### config.mk
export PLATFORM = sky130hd
export DESIGN_NAME = mdu_iter_flat
export DESIGN_NICKNAME = d
export VERILOG_FILES = /design/src/rtl/mdu_iter_if.sv /design/src/rtl/mdu_iter.sv /design/src/flat_wrapper.sv
export SDC_FILE = /design/constraint.sdc
export NUM_CORES = 1
export LEC_CHECK = 0
export CAP_MARGIN = 20
export CORE_MARGIN = 5
export CORE_UTILIZATION = 46
export CTS_CLUSTER_SIZE = 24
export DETAILED_ROUTE_END_ITERATION = 6
export GPL_TIMING_DRIVEN = 1
export PLACE_DENSITY = 0.75
export SETUP_SLACK_MARGIN = 0.02
export SLEW_MARGIN = 40
export SYNTH_ARGS = -nofsm -noshare
export SYNTH_HDL_FRONTEND = slang
export SYNTH_SLANG_ARGS = --single-unit
### constraint.sdc
create_clock -name clk -period 7.8 [get_ports clk]
set_clock_uncertainty 0.05 [all_clocks]
set_input_delay 1.56 -clock clk [delete_from_list [all_inputs] [get_ports clk]]
set_output_delay 1.56 -clock clk [all_outputs]
set_load 0.1 [all_outputs]
### src/rtl/mdu_iter_if.sv
// ---------------------------------------------------------------------------
// mdu_iter_if
//   Bundle between the EXE stage and the iterative multiply/divide unit.
//   master : EXE stage side (drives request, operands, flush, MTHI/MTLO)
//   slave  : mdu_iter side (returns busy/done and the architectural HI/LO)
// Signals:
//   EXE_MDU_Req / EXE_MDU_Op      start request and operation code
//   EXE_ResultA / EXE_ResultB     rs / rt operands
//   EXE_Flush                     cancel of an operation in flight
//   EXE_HI_We / EXE_LO_We         MTHI / MTLO enables, EXE_HILO_Wdata data
//   EXE_MDU_Busy / EXE_MDU_Done   stall request and one-cycle completion
//   EXE_HI / EXE_LO               registered HI / LO
// ---------------------------------------------------------------------------
interface mdu_iter_if #(
    parameter int WIDTH = 32
);
    logic             EXE_MDU_Req;
    logic [2:0]       EXE_MDU_Op;
    logic [WIDTH-1:0] EXE_ResultA;
    logic [WIDTH-1:0] EXE_ResultB;
    logic             EXE_Flush;
    logic             EXE_HI_We;
    logic             EXE_LO_We;
    logic [WIDTH-1:0] EXE_HILO_Wdata;
    logic             EXE_MDU_Busy;
    logic             EXE_MDU_Done;
    logic [WIDTH-1:0] EXE_HI;
    logic [WIDTH-1:0] EXE_LO;

    modport master (
        output EXE_MDU_Req, EXE_MDU_Op, EXE_ResultA, EXE_ResultB, EXE_Flush,
               EXE_HI_We, EXE_LO_We, EXE_HILO_Wdata,
        input  EXE_MDU_Busy, EXE_MDU_Done, EXE_HI, EXE_LO
    );

    modport slave (
        input  EXE_MDU_Req, EXE_MDU_Op, EXE_ResultA, EXE_ResultB, EXE_Flush,
               EXE_HI_We, EXE_LO_We, EXE_HILO_Wdata,
        output EXE_MDU_Busy, EXE_MDU_Done, EXE_HI, EXE_LO
    );
endinterface

### src/rtl/mdu_iter.sv
// ---------------------------------------------------------------------------
// mdu_iter
//   Iterative radix-2 multiply / divide / multiply-accumulate unit that owns
//   the architectural HI/LO registers. One operation at a time, sequenced
//   IDLE -> ITER (WIDTH steps) -> FIX (sign/accumulate, HI/LO write) -> DONE.
// Ports:
//   clk  : clock, all state on the rising edge
//   rst  : asynchronous active-high reset
//   mdu  : mdu_iter_if slave modport (request, operands, flush, MTHI/MTLO,
//          busy/done handshake, HI/LO)
// Op codes: 0 MULT 1 MULTU 2 DIV 3 DIVU 4 MADD 5 MADDU 6 MSUB 7 MSUBU
// ---------------------------------------------------------------------------
module mdu_iter #(
    parameter int WIDTH = 32,
    parameter int CNT_W = $clog2(WIDTH + 1)
) (
    input  logic      clk,
    input  logic      rst,
    mdu_iter_if.slave mdu
);

    typedef enum logic [1:0] {
        S_IDLE,
        S_ITER,
        S_FIX,
        S_DONE
    } state_t;

    state_t state_q, state_d;

    logic [WIDTH-1:0]   hi_q, lo_q;
    // Multiply: {partial product high half, remaining multiplier bits}.
    // Divide:   {partial remainder, dividend bits shifting out / quotient
    //            bits shifting in}. Divide by zero parks raw ResultA in the
    //            low half so FIX can return it as HI.
    logic [2*WIDTH-1:0] work_q, work_d;
    logic [WIDTH-1:0]   opnd_q;      // multiplicand or divisor magnitude
    logic [2:0]         op_q;
    logic               neg_res_q;   // product / quotient must be negated
    logic               neg_rem_q;   // remainder takes the dividend's sign
    logic               div0_q;
    logic [CNT_W-1:0]   cnt_q;

    logic busy, done, commit;

    // ------------------------------------------------------------------
    // Request decode
    // ------------------------------------------------------------------
    logic             in_signed, in_div, a_neg, b_neg, b_zero, start;
    logic [WIDTH-1:0] mag_a, mag_b;

    // NOTE: every variable of an always_comb gets a value on every path
    // (defaults first where there are branches), otherwise a latch appears.
    always_comb begin
        in_signed = ~mdu.EXE_MDU_Op[0];
        in_div    = (mdu.EXE_MDU_Op[2:1] == 2'b01);
        a_neg     = in_signed & mdu.EXE_ResultA[WIDTH-1];
        b_neg     = in_signed & mdu.EXE_ResultB[WIDTH-1];
        b_zero    = (mdu.EXE_ResultB == '0);
        mag_a     = a_neg ? -mdu.EXE_ResultA : mdu.EXE_ResultA;
        mag_b     = b_neg ? -mdu.EXE_ResultB : mdu.EXE_ResultB;
        start     = (state_q == S_IDLE) & mdu.EXE_MDU_Req & ~mdu.EXE_Flush;
    end

    // ------------------------------------------------------------------
    // Control FSM
    // ------------------------------------------------------------------
    // NOTE: sequential state uses non-blocking assignments so every flop
    // samples the pre-edge value of every other flop.
    always_ff @(posedge clk or posedge rst) begin
        if (rst) begin
            state_q <= S_IDLE;
        end else begin
            state_q <= state_d;
        end
    end

    always_comb begin
        state_d = state_q;
        busy    = 1'b0;
        done    = 1'b0;
        commit  = 1'b0;
        case (state_q)
            S_IDLE: begin
                if (start) begin
                    state_d = (in_div && b_zero) ? S_FIX : S_ITER;
                end
            end
            S_ITER: begin
                busy = 1'b1;
                if (mdu.EXE_Flush) begin
                    state_d = S_IDLE;
                end else if (cnt_q == CNT_W'(WIDTH - 1)) begin
                    state_d = S_FIX;
                end
            end
            S_FIX: begin
                busy = 1'b1;
                // A flush here cancels the HI/LO write together with Done.
                if (mdu.EXE_Flush) begin
                    state_d = S_IDLE;
                end else begin
                    commit  = 1'b1;
                    state_d = S_DONE;
                end
            end
            S_DONE: begin
                busy    = 1'b1;
                done    = 1'b1;
                state_d = S_IDLE;
            end
            default: state_d = S_IDLE;
        endcase
    end

    // ------------------------------------------------------------------
    // One radix-2 iteration
    // ------------------------------------------------------------------
    logic [WIDTH:0]   mul_sum;
    logic [WIDTH:0]   div_shift;
    logic             div_fits;
    logic [WIDTH-1:0] div_rem;

    always_comb begin
        // Shift-add: add multiplicand on the multiplier LSB, then shift right.
        mul_sum   = {1'b0, work_q[2*WIDTH-1:WIDTH]}
                  + ({1'b0, opnd_q} & {(WIDTH+1){work_q[0]}});
        // Restoring divide: bring the next dividend bit into the remainder.
        div_shift = {work_q[2*WIDTH-1:WIDTH], work_q[WIDTH-1]};
        div_fits  = (div_shift >= {1'b0, opnd_q});
        // When the divisor fits, the true difference is below 2^WIDTH, so
        // modulo-2^WIDTH subtraction is exact.
        div_rem   = div_fits ? (div_shift[WIDTH-1:0] - opnd_q)
                             : div_shift[WIDTH-1:0];
        if (op_q[2:1] == 2'b01) begin
            work_d = {div_rem, work_q[WIDTH-2:0], div_fits};
        end else begin
            work_d = {mul_sum, work_q[WIDTH-1:1]};
        end
    end

    // ------------------------------------------------------------------
    // Sign fix-up and accumulate (evaluated in FIX)
    // ------------------------------------------------------------------
    logic [2*WIDTH-1:0] prod_s, acc, fix_res;
    logic [WIDTH-1:0]   quo_s, rem_s;

    always_comb begin
        prod_s = neg_res_q ? -work_q : work_q;
        acc    = {hi_q, lo_q};
        quo_s  = neg_res_q ? -work_q[WIDTH-1:0] : work_q[WIDTH-1:0];
        rem_s  = neg_rem_q ? -work_q[2*WIDTH-1:WIDTH] : work_q[2*WIDTH-1:WIDTH];
        if (div0_q) begin
            fix_res = {work_q[WIDTH-1:0], {WIDTH{1'b1}}};
        end else if (op_q[2:1] == 2'b01) begin
            fix_res = {rem_s, quo_s};
        end else if (op_q[2]) begin
            fix_res = op_q[1] ? (acc - prod_s) : (acc + prod_s);
        end else begin
            fix_res = prod_s;
        end
    end

    // ------------------------------------------------------------------
    // Datapath registers
    // ------------------------------------------------------------------
    always_ff @(posedge clk or posedge rst) begin
        if (rst) begin
            work_q    <= '0;
            opnd_q    <= '0;
            op_q      <= '0;
            neg_res_q <= 1'b0;
            neg_rem_q <= 1'b0;
            div0_q    <= 1'b0;
            cnt_q     <= '0;
        end else if (start) begin
            op_q      <= mdu.EXE_MDU_Op;
            neg_res_q <= a_neg ^ b_neg;
            neg_rem_q <= a_neg;
            div0_q    <= in_div & b_zero;
            cnt_q     <= '0;
            if (in_div) begin
                opnd_q <= mag_b;
                work_q <= {{WIDTH{1'b0}}, b_zero ? mdu.EXE_ResultA : mag_a};
            end else begin
                opnd_q <= mag_a;
                work_q <= {{WIDTH{1'b0}}, mag_b};
            end
        end else if (state_q == S_ITER) begin
            work_q <= work_d;
            cnt_q  <= cnt_q + CNT_W'(1);
        end
    end

    // HI/LO: result commit on FIX exit, MTHI/MTLO only while idle.
    always_ff @(posedge clk or posedge rst) begin
        if (rst) begin
            hi_q <= '0;
            lo_q <= '0;
        end else if (commit) begin
            {hi_q, lo_q} <= fix_res;
        end else if (state_q == S_IDLE) begin
            if (mdu.EXE_HI_We) hi_q <= mdu.EXE_HILO_Wdata;
            if (mdu.EXE_LO_We) lo_q <= mdu.EXE_HILO_Wdata;
        end
    end

    assign mdu.EXE_MDU_Busy = busy;
    assign mdu.EXE_MDU_Done = done;
    assign mdu.EXE_HI       = hi_q;
    assign mdu.EXE_LO       = lo_q;

endmodule

### src/flat_wrapper.sv
// flat-port wrapper written by rule: the top's interface ports become plain ports
module mdu_iter_flat 
#(
    parameter int WIDTH = 32,
    parameter int CNT_W = $clog2(WIDTH + 1)
)
  (clk, rst, mdu_EXE_MDU_Req, mdu_EXE_MDU_Op, mdu_EXE_ResultA, mdu_EXE_ResultB, mdu_EXE_Flush, mdu_EXE_HI_We, mdu_EXE_LO_We, mdu_EXE_HILO_Wdata, mdu_EXE_MDU_Busy, mdu_EXE_MDU_Done, mdu_EXE_HI, mdu_EXE_LO);
  mdu_iter_if #(.WIDTH(WIDTH)) mdu_i ();
  input  logic clk;
  input  logic rst;
  input wire logic [$bits(mdu_i.EXE_MDU_Req)-1:0] mdu_EXE_MDU_Req;
  input wire logic [$bits(mdu_i.EXE_MDU_Op)-1:0] mdu_EXE_MDU_Op;
  input wire logic [$bits(mdu_i.EXE_ResultA)-1:0] mdu_EXE_ResultA;
  input wire logic [$bits(mdu_i.EXE_ResultB)-1:0] mdu_EXE_ResultB;
  input wire logic [$bits(mdu_i.EXE_Flush)-1:0] mdu_EXE_Flush;
  input wire logic [$bits(mdu_i.EXE_HI_We)-1:0] mdu_EXE_HI_We;
  input wire logic [$bits(mdu_i.EXE_LO_We)-1:0] mdu_EXE_LO_We;
  input wire logic [$bits(mdu_i.EXE_HILO_Wdata)-1:0] mdu_EXE_HILO_Wdata;
  output wire logic [$bits(mdu_i.EXE_MDU_Busy)-1:0] mdu_EXE_MDU_Busy;
  output wire logic [$bits(mdu_i.EXE_MDU_Done)-1:0] mdu_EXE_MDU_Done;
  output wire logic [$bits(mdu_i.EXE_HI)-1:0] mdu_EXE_HI;
  output wire logic [$bits(mdu_i.EXE_LO)-1:0] mdu_EXE_LO;
  assign mdu_i.EXE_MDU_Req = mdu_EXE_MDU_Req;
  assign mdu_i.EXE_MDU_Op = mdu_EXE_MDU_Op;
  assign mdu_i.EXE_ResultA = mdu_EXE_ResultA;
  assign mdu_i.EXE_ResultB = mdu_EXE_ResultB;
  assign mdu_i.EXE_Flush = mdu_EXE_Flush;
  assign mdu_i.EXE_HI_We = mdu_EXE_HI_We;
  assign mdu_i.EXE_LO_We = mdu_EXE_LO_We;
  assign mdu_i.EXE_HILO_Wdata = mdu_EXE_HILO_Wdata;
  assign mdu_EXE_MDU_Busy = mdu_i.EXE_MDU_Busy;
  assign mdu_EXE_MDU_Done = mdu_i.EXE_MDU_Done;
  assign mdu_EXE_HI = mdu_i.EXE_HI;
  assign mdu_EXE_LO = mdu_i.EXE_LO;
  mdu_iter #(.WIDTH(WIDTH), .CNT_W(CNT_W)) u_core (.clk(clk), .rst(rst), .mdu(mdu_i));
endmodule
==> out/qor.json <==
{
  "outcome": {"value": "finished, violations left"},
  "failed_checks": {"value": "DRC"},
  "cpPeakStageDelay": {"value": 0.60, "unit": "ns"},
  "die_extent_in_x": {"value": 230, "unit": "um"},
  "post_drt_via_cell_ratio": {"value": 6.46},
  "finish.utilization": {"value": 51.7, "unit": "%"},
  "post_synth_instance_area": {"value": 22300, "unit": "sq um"},
  "clkSinkCount": {"value": 173},
  "post_synth_and_or_nand_nor_area_fraction": {"value": 23.3, "unit": "%"},
  "global_route.usage.met2": {"value": 47.3, "unit": "%"},
  "yosys.cell_types.count": {"value": 86},
  "clock_tree_from_tritoncts": {"value": "built"},
  "critical_path.max_fanout": {"value": 12},
  "worstSetupStartpointType": {"value": "register"},
  "htree_num_levels": {"value": 4},
  "initial_core_util": {"value": 46.7, "unit": "%"},
  "timing.setup.tns": {"value": 0, "unit": "ns"},
  "drtPass1Iterations": {"value": 7},
  "final_period_minus_worst_setup_slack": {"value": 7.29, "unit": "ns"},
  "final_min_period_over_clock_period": {"value": 93.4, "unit": "%"},
  "timing.final.setup_violations": {"value": 0},
  "crit_chain": {"value": "or3_1 > or3_4 > or4_1 > a21boi_1 > o41ai_2 > and3_1 > and4_1 > and4b_1 > and2_1 > a31oi_1 > xnor2_1 > ha_1 > a21oi_1 > o21ai_0 > a211oi_1 > o21ai_0 > a21oi_1 > o22ai_1 > a211oi_1 > o21ai_0 > a31oi_1 > xor2_1 > a221oi_1"},
  "synth_mux_area_share": {"value": 1.87, "unit": "%"},
  "yosys.area_share.adder": {"value": 7.67, "unit": "%"},
  "synth.most_common_cell": {"value": "sky130_fd_sc_hd__nand2_1"},
  "synth.top_cell.area_share": {"value": 19.4, "unit": "%"},
  "grt_setup_unrepaired": {"value": "false"},
  "core.rowCount": {"value": 80},
  "worstHoldPathType": {"value": "reg -> reg"},
  "worst_path_slowest_cell": {"value": "sky130_fd_sc_hd__a211oi_1"},
  "avgSynthCellArea": {"value": 7.16, "unit": "sq um"},
  "fin_cells": {"value": 3765},
  "globalRoute.busiestLayer": {"value": "met2"},
  "layout-area-overhead-vs-synth": {"value": 10.7, "unit": "%"},
  "floorplan.io_pins": {"value": 171},
  "clk_root_buffer_cell": {"value": "sky130_fd_sc_hd__clkbuf_16"},
  "synth_seq_area_share": {"value": 19.4, "unit": "%"},
  "gpl.final_weighted_congestion": {"value": 1.02},
  "n_antenna_cell": {"value": 0},
  "slew_headroom": {"value": 32.6, "unit": "%"},
  "footprint_of_the_multi_input_gates": {"value": 16900, "unit": "sq um"},
  "cpMostUsedCell": {"value": "sky130_fd_sc_hd__o21ai_0"},
  "dominantRegCellSynth": {"value": "sky130_fd_sc_hd__dfrtp_1"},
  "cap_viol_max_count": {"value": 0},
  "die_height": {"value": 230, "unit": "um"},
  "yosys_warnings": {"value": 0},
  "post-synth-top-area-cell": {"value": "sky130_fd_sc_hd__dfrtp_1"},
  "synth_common_cells": {"value": "428 x sky130_fd_sc_hd__nand2_1, 290 x sky130_fd_sc_hd__a21oi_1, 253 x sky130_fd_sc_hd__o21ai_0"},
  "critical_path.top_delay_family": {"value": "compound AO/OA/AOI/OAI gates"},
  "cts_buffers": {"value": 17},
  "cts_resized": {"value": 0},
  "critical_path_buf_inv_count": {"value": 0},
  "synth_enable_flop_cells": {"value": 0},
  "clk_transition_reported_paths": {"value": 0.08, "unit": "ns"},
  "ant_nets": {"value": 0},
  "critPathCaptureType": {"value": "register"},
  "peak_supply_drop": {"value": 260, "unit": "uV"},
  "vias": {"value": 24300},
  "hpwl_after_detailed_placement": {"value": 67.4, "unit": "mm"},
  "sequential_cell_area": {"value": 4340, "unit": "sq um"},
  "globalRoute.totalOverflow": {"value": 0},
  "routed_wl": {"value": 87.6, "unit": "mm"},
  "ys_top_cells_by_area": {"value": "sky130_fd_sc_hd__dfrtp_1 19%, sky130_fd_sc_hd__xor2_1 7.5%, sky130_fd_sc_hd__ha_1 7.4%, sky130_fd_sc_hd__nand2_1 7.2%, sky130_fd_sc_hd__a21oi_1 6.5%"},
  "yosys_register_bits": {"value": 173},
  "synth_compound_gate_area_share": {"value": 29.2, "unit": "%"},
  "yosys.area_share.xor_xnor": {"value": 13.4, "unit": "%"},
  "pin_count_of_the_biggest_net_entering_global_routing": {"value": 119},
  "max_freq": {"value": 137, "unit": "MHz"},
  "grt.met3_usage": {"value": 6.51, "unit": "%"},
  "gate_count_post_synth": {"value": 3116},
  "synthesized_netlist_net_count": {"value": 3356},
  "wire_length_of_the_first_global_routing_pass": {"value": 133, "unit": "mm"},
  "critical_path_required": {"value": 8.14, "unit": "ns"},
  "maxSlewViolCount": {"value": 0},
  "worst_pin_slew": {"value": 0.999, "unit": "ns"},
  "number_of_global_route_vias_before_repair": {"value": 21700},
  "critical_path_arrival": {"value": 7.63, "unit": "ns"},
  "power_density": {"value": 398, "unit": "nW/um^2"},
  "synth_top_family_by_area": {"value": "compound AO/OA/AOI/OAI gates"},
  "placement.io_buffers": {"value": 170},
  "initial_antenna_violation_count": {"value": 0},
  "iteration_0_drc_count_of_the_detailed_router": {"value": 3000},
  "placed_cells": {"value": 3732},
  "hold_viol_final": {"value": 0},
  "number_of_inserted_filler_cells_in_the_final_layout": {"value": 4710},
  "nNetsFinal": {"value": 3377},
  "design.die.area": {"value": 53000, "unit": "sq um"},
  "drive_gt1_share": {"value": 6.89, "unit": "%"},
  "synth_async_sr_flop_share": {"value": 100, "unit": "%"},
  "cts.repair_timing.setup_buffer_count": {"value": 0},
  "grt_usage": {"value": 31.7, "unit": "%"},
  "p_leak": {"value": 0.0104, "unit": "uW"},
  "avgRoutedWirePerCell": {"value": 23.3, "unit": "um"},
  "placeableCoreArea": {"value": 47800, "unit": "sq um"},
  "setup.worst_path.class": {"value": "reg -> reg"},
  "worst_skew_pair.late_latency": {"value": 0.51, "unit": "ns"},
  "clock_path_buffers": {"value": 2},
  "drc": {"value": 6},
  "grtUsageMet1": {"value": 43.7, "unit": "%"},
  "cts_hold_buffers": {"value": 0}
}
## power by group
| part | leakage, uW | switching (uW) | internal [uW] |
|---|---|---|---|
| registers | 0.00216 | 603 | 1110 |
| logic | 0.00794 | 4500 | 2730 |
| clock network | 0.000268 | 467 | 422 |
## metrics by stage
stage                     setup slack [ns]  total power [uW]  instance area [sq um]  hold WS [ns]
after floorplan                       1.50              6930                  22300         0.431
after global placement               0.902              8740                  24400         0.455
after detailed placement             0.670              8700                  24100         0.455
after CTS                            0.641              9620                  24700         0.473
after global routing                0.0392             10500                  24700         0.512
final                                0.512              9830                  24700         0.488
## final timing paths
check	end	slack, ns	start	cells after the start
max	u_core.mdu.EXE_HI[29]	0.51	u_core.work_q[3]	23
min	u_core.opnd_q[3]	0.49	u_core.opnd_q[3]	1
max reg2reg	u_core.mdu.EXE_HI[29]	0.51	u_core.work_q[3]	23
min reg2reg	u_core.opnd_q[3]	0.49	u_core.opnd_q[3]	1
max in group asynchronous	u_core.op_q[2]	5.12	rst	3
min in group asynchronous	u_core.mdu.EXE_HI[30]	1.43	rst	2
## per-layer routing
metal | vias to the layer above | share of wire [%]
met1 | 11400 | 42
met5 | - | 0
met3 | 228 | 9.9
met4 | 0 | 5.8
li1 | 11400 | -
met2 | 1364 | 43
## worst reg2reg max path, stage by stage (launching register included)
cell and delay (ns):
sky130_fd_sc_hd__dfrtp_1 0.53, sky130_fd_sc_hd__or3_1 0.57, sky130_fd_sc_hd__or3_4 0.50, sky130_fd_sc_hd__or4_1 0.55, sky130_fd_sc_hd__a21boi_1 0.15, sky130_fd_sc_hd__o41ai_2 0.40
sky130_fd_sc_hd__and3_1 0.29, sky130_fd_sc_hd__and4_1 0.33, sky130_fd_sc_hd__and4b_1 0.33, sky130_fd_sc_hd__and2_1 0.22, sky130_fd_sc_hd__a31oi_1 0.12, sky130_fd_sc_hd__xnor2_1 0.18
sky130_fd_sc_hd__ha_1 0.41, sky130_fd_sc_hd__a21oi_1 0.21, sky130_fd_sc_hd__o21ai_0 0.17, sky130_fd_sc_hd__a211oi_1 0.27, sky130_fd_sc_hd__o21ai_0 0.14, sky130_fd_sc_hd__a21oi_1 0.18
sky130_fd_sc_hd__o22ai_1 0.09, sky130_fd_sc_hd__a211oi_1 0.60, sky130_fd_sc_hd__o21ai_0 0.30, sky130_fd_sc_hd__a31oi_1 0.25, sky130_fd_sc_hd__xor2_1 0.09, sky130_fd_sc_hd__a221oi_1 0.26
## state kept, by name, summed over array words and instances (netlist names)
name,count
u_core.cnt_q,6
u_core.div0_q,1
u_core.mdu.EXE_HI,32
u_core.mdu.EXE_LO,32
u_core.neg_rem_q,1
u_core.neg_res_q,1
u_core.op_q,2
u_core.opnd_q,32
u_core.state_q,2
u_core.work_q,64
## kinds of logic (layout without fill, tap and decap cells)
| group | after synthesis | count (layout) |
|---|---|---|
| AO/OA/AOI/OAI | 1027 | 1027 |
| AND/OR/NAND/NOR | 1100 | 1100 |
| multiplexers | 41 | 41 |
| flip-flops | 173 | 173 |
| XOR/XNOR | 341 | 341 |
| buffers and inverters | 299 | 333 |
| adder cells (fa/ha/maj) | 135 | 135 |
## cell usage in the layout, fill, tap and decap left out, drive strengths merged, types with 12 or more instances in the layout
cell           count
a21oi            290
o41ai             19
o31ai             27
ha               132
nand4             28
nor2b             29
or3               38
a32o              12
inv               84
xnor2            149
o21a              24
a21o              56
o211ai            57
dfrtp            173
xor2             192
a41oi             12
or4               20
o21ai            254
nor4              29
and2              23
clkbuf            17
or2               16
mux2i             35
nor2             242
nand3             68
o21bai            18
a32oi             21
a31oi             70
nand2            428
nand2b            33
a211oi            45
clkdlybuf4s50    104
a221o             14
and3              41
nor3              66
buf              119
## area by class of cell
cell class,count,area share [%]
multi-input cells,2644,68.5
flip-flops and latches,173,17.6
repair buffers,223,7.34
well taps,615,3.11
clock buffers,17,1.72
inverters,78,1.20
clock inverters,15,0.602
No activity file was read; power rests on OpenSTA's default activity.
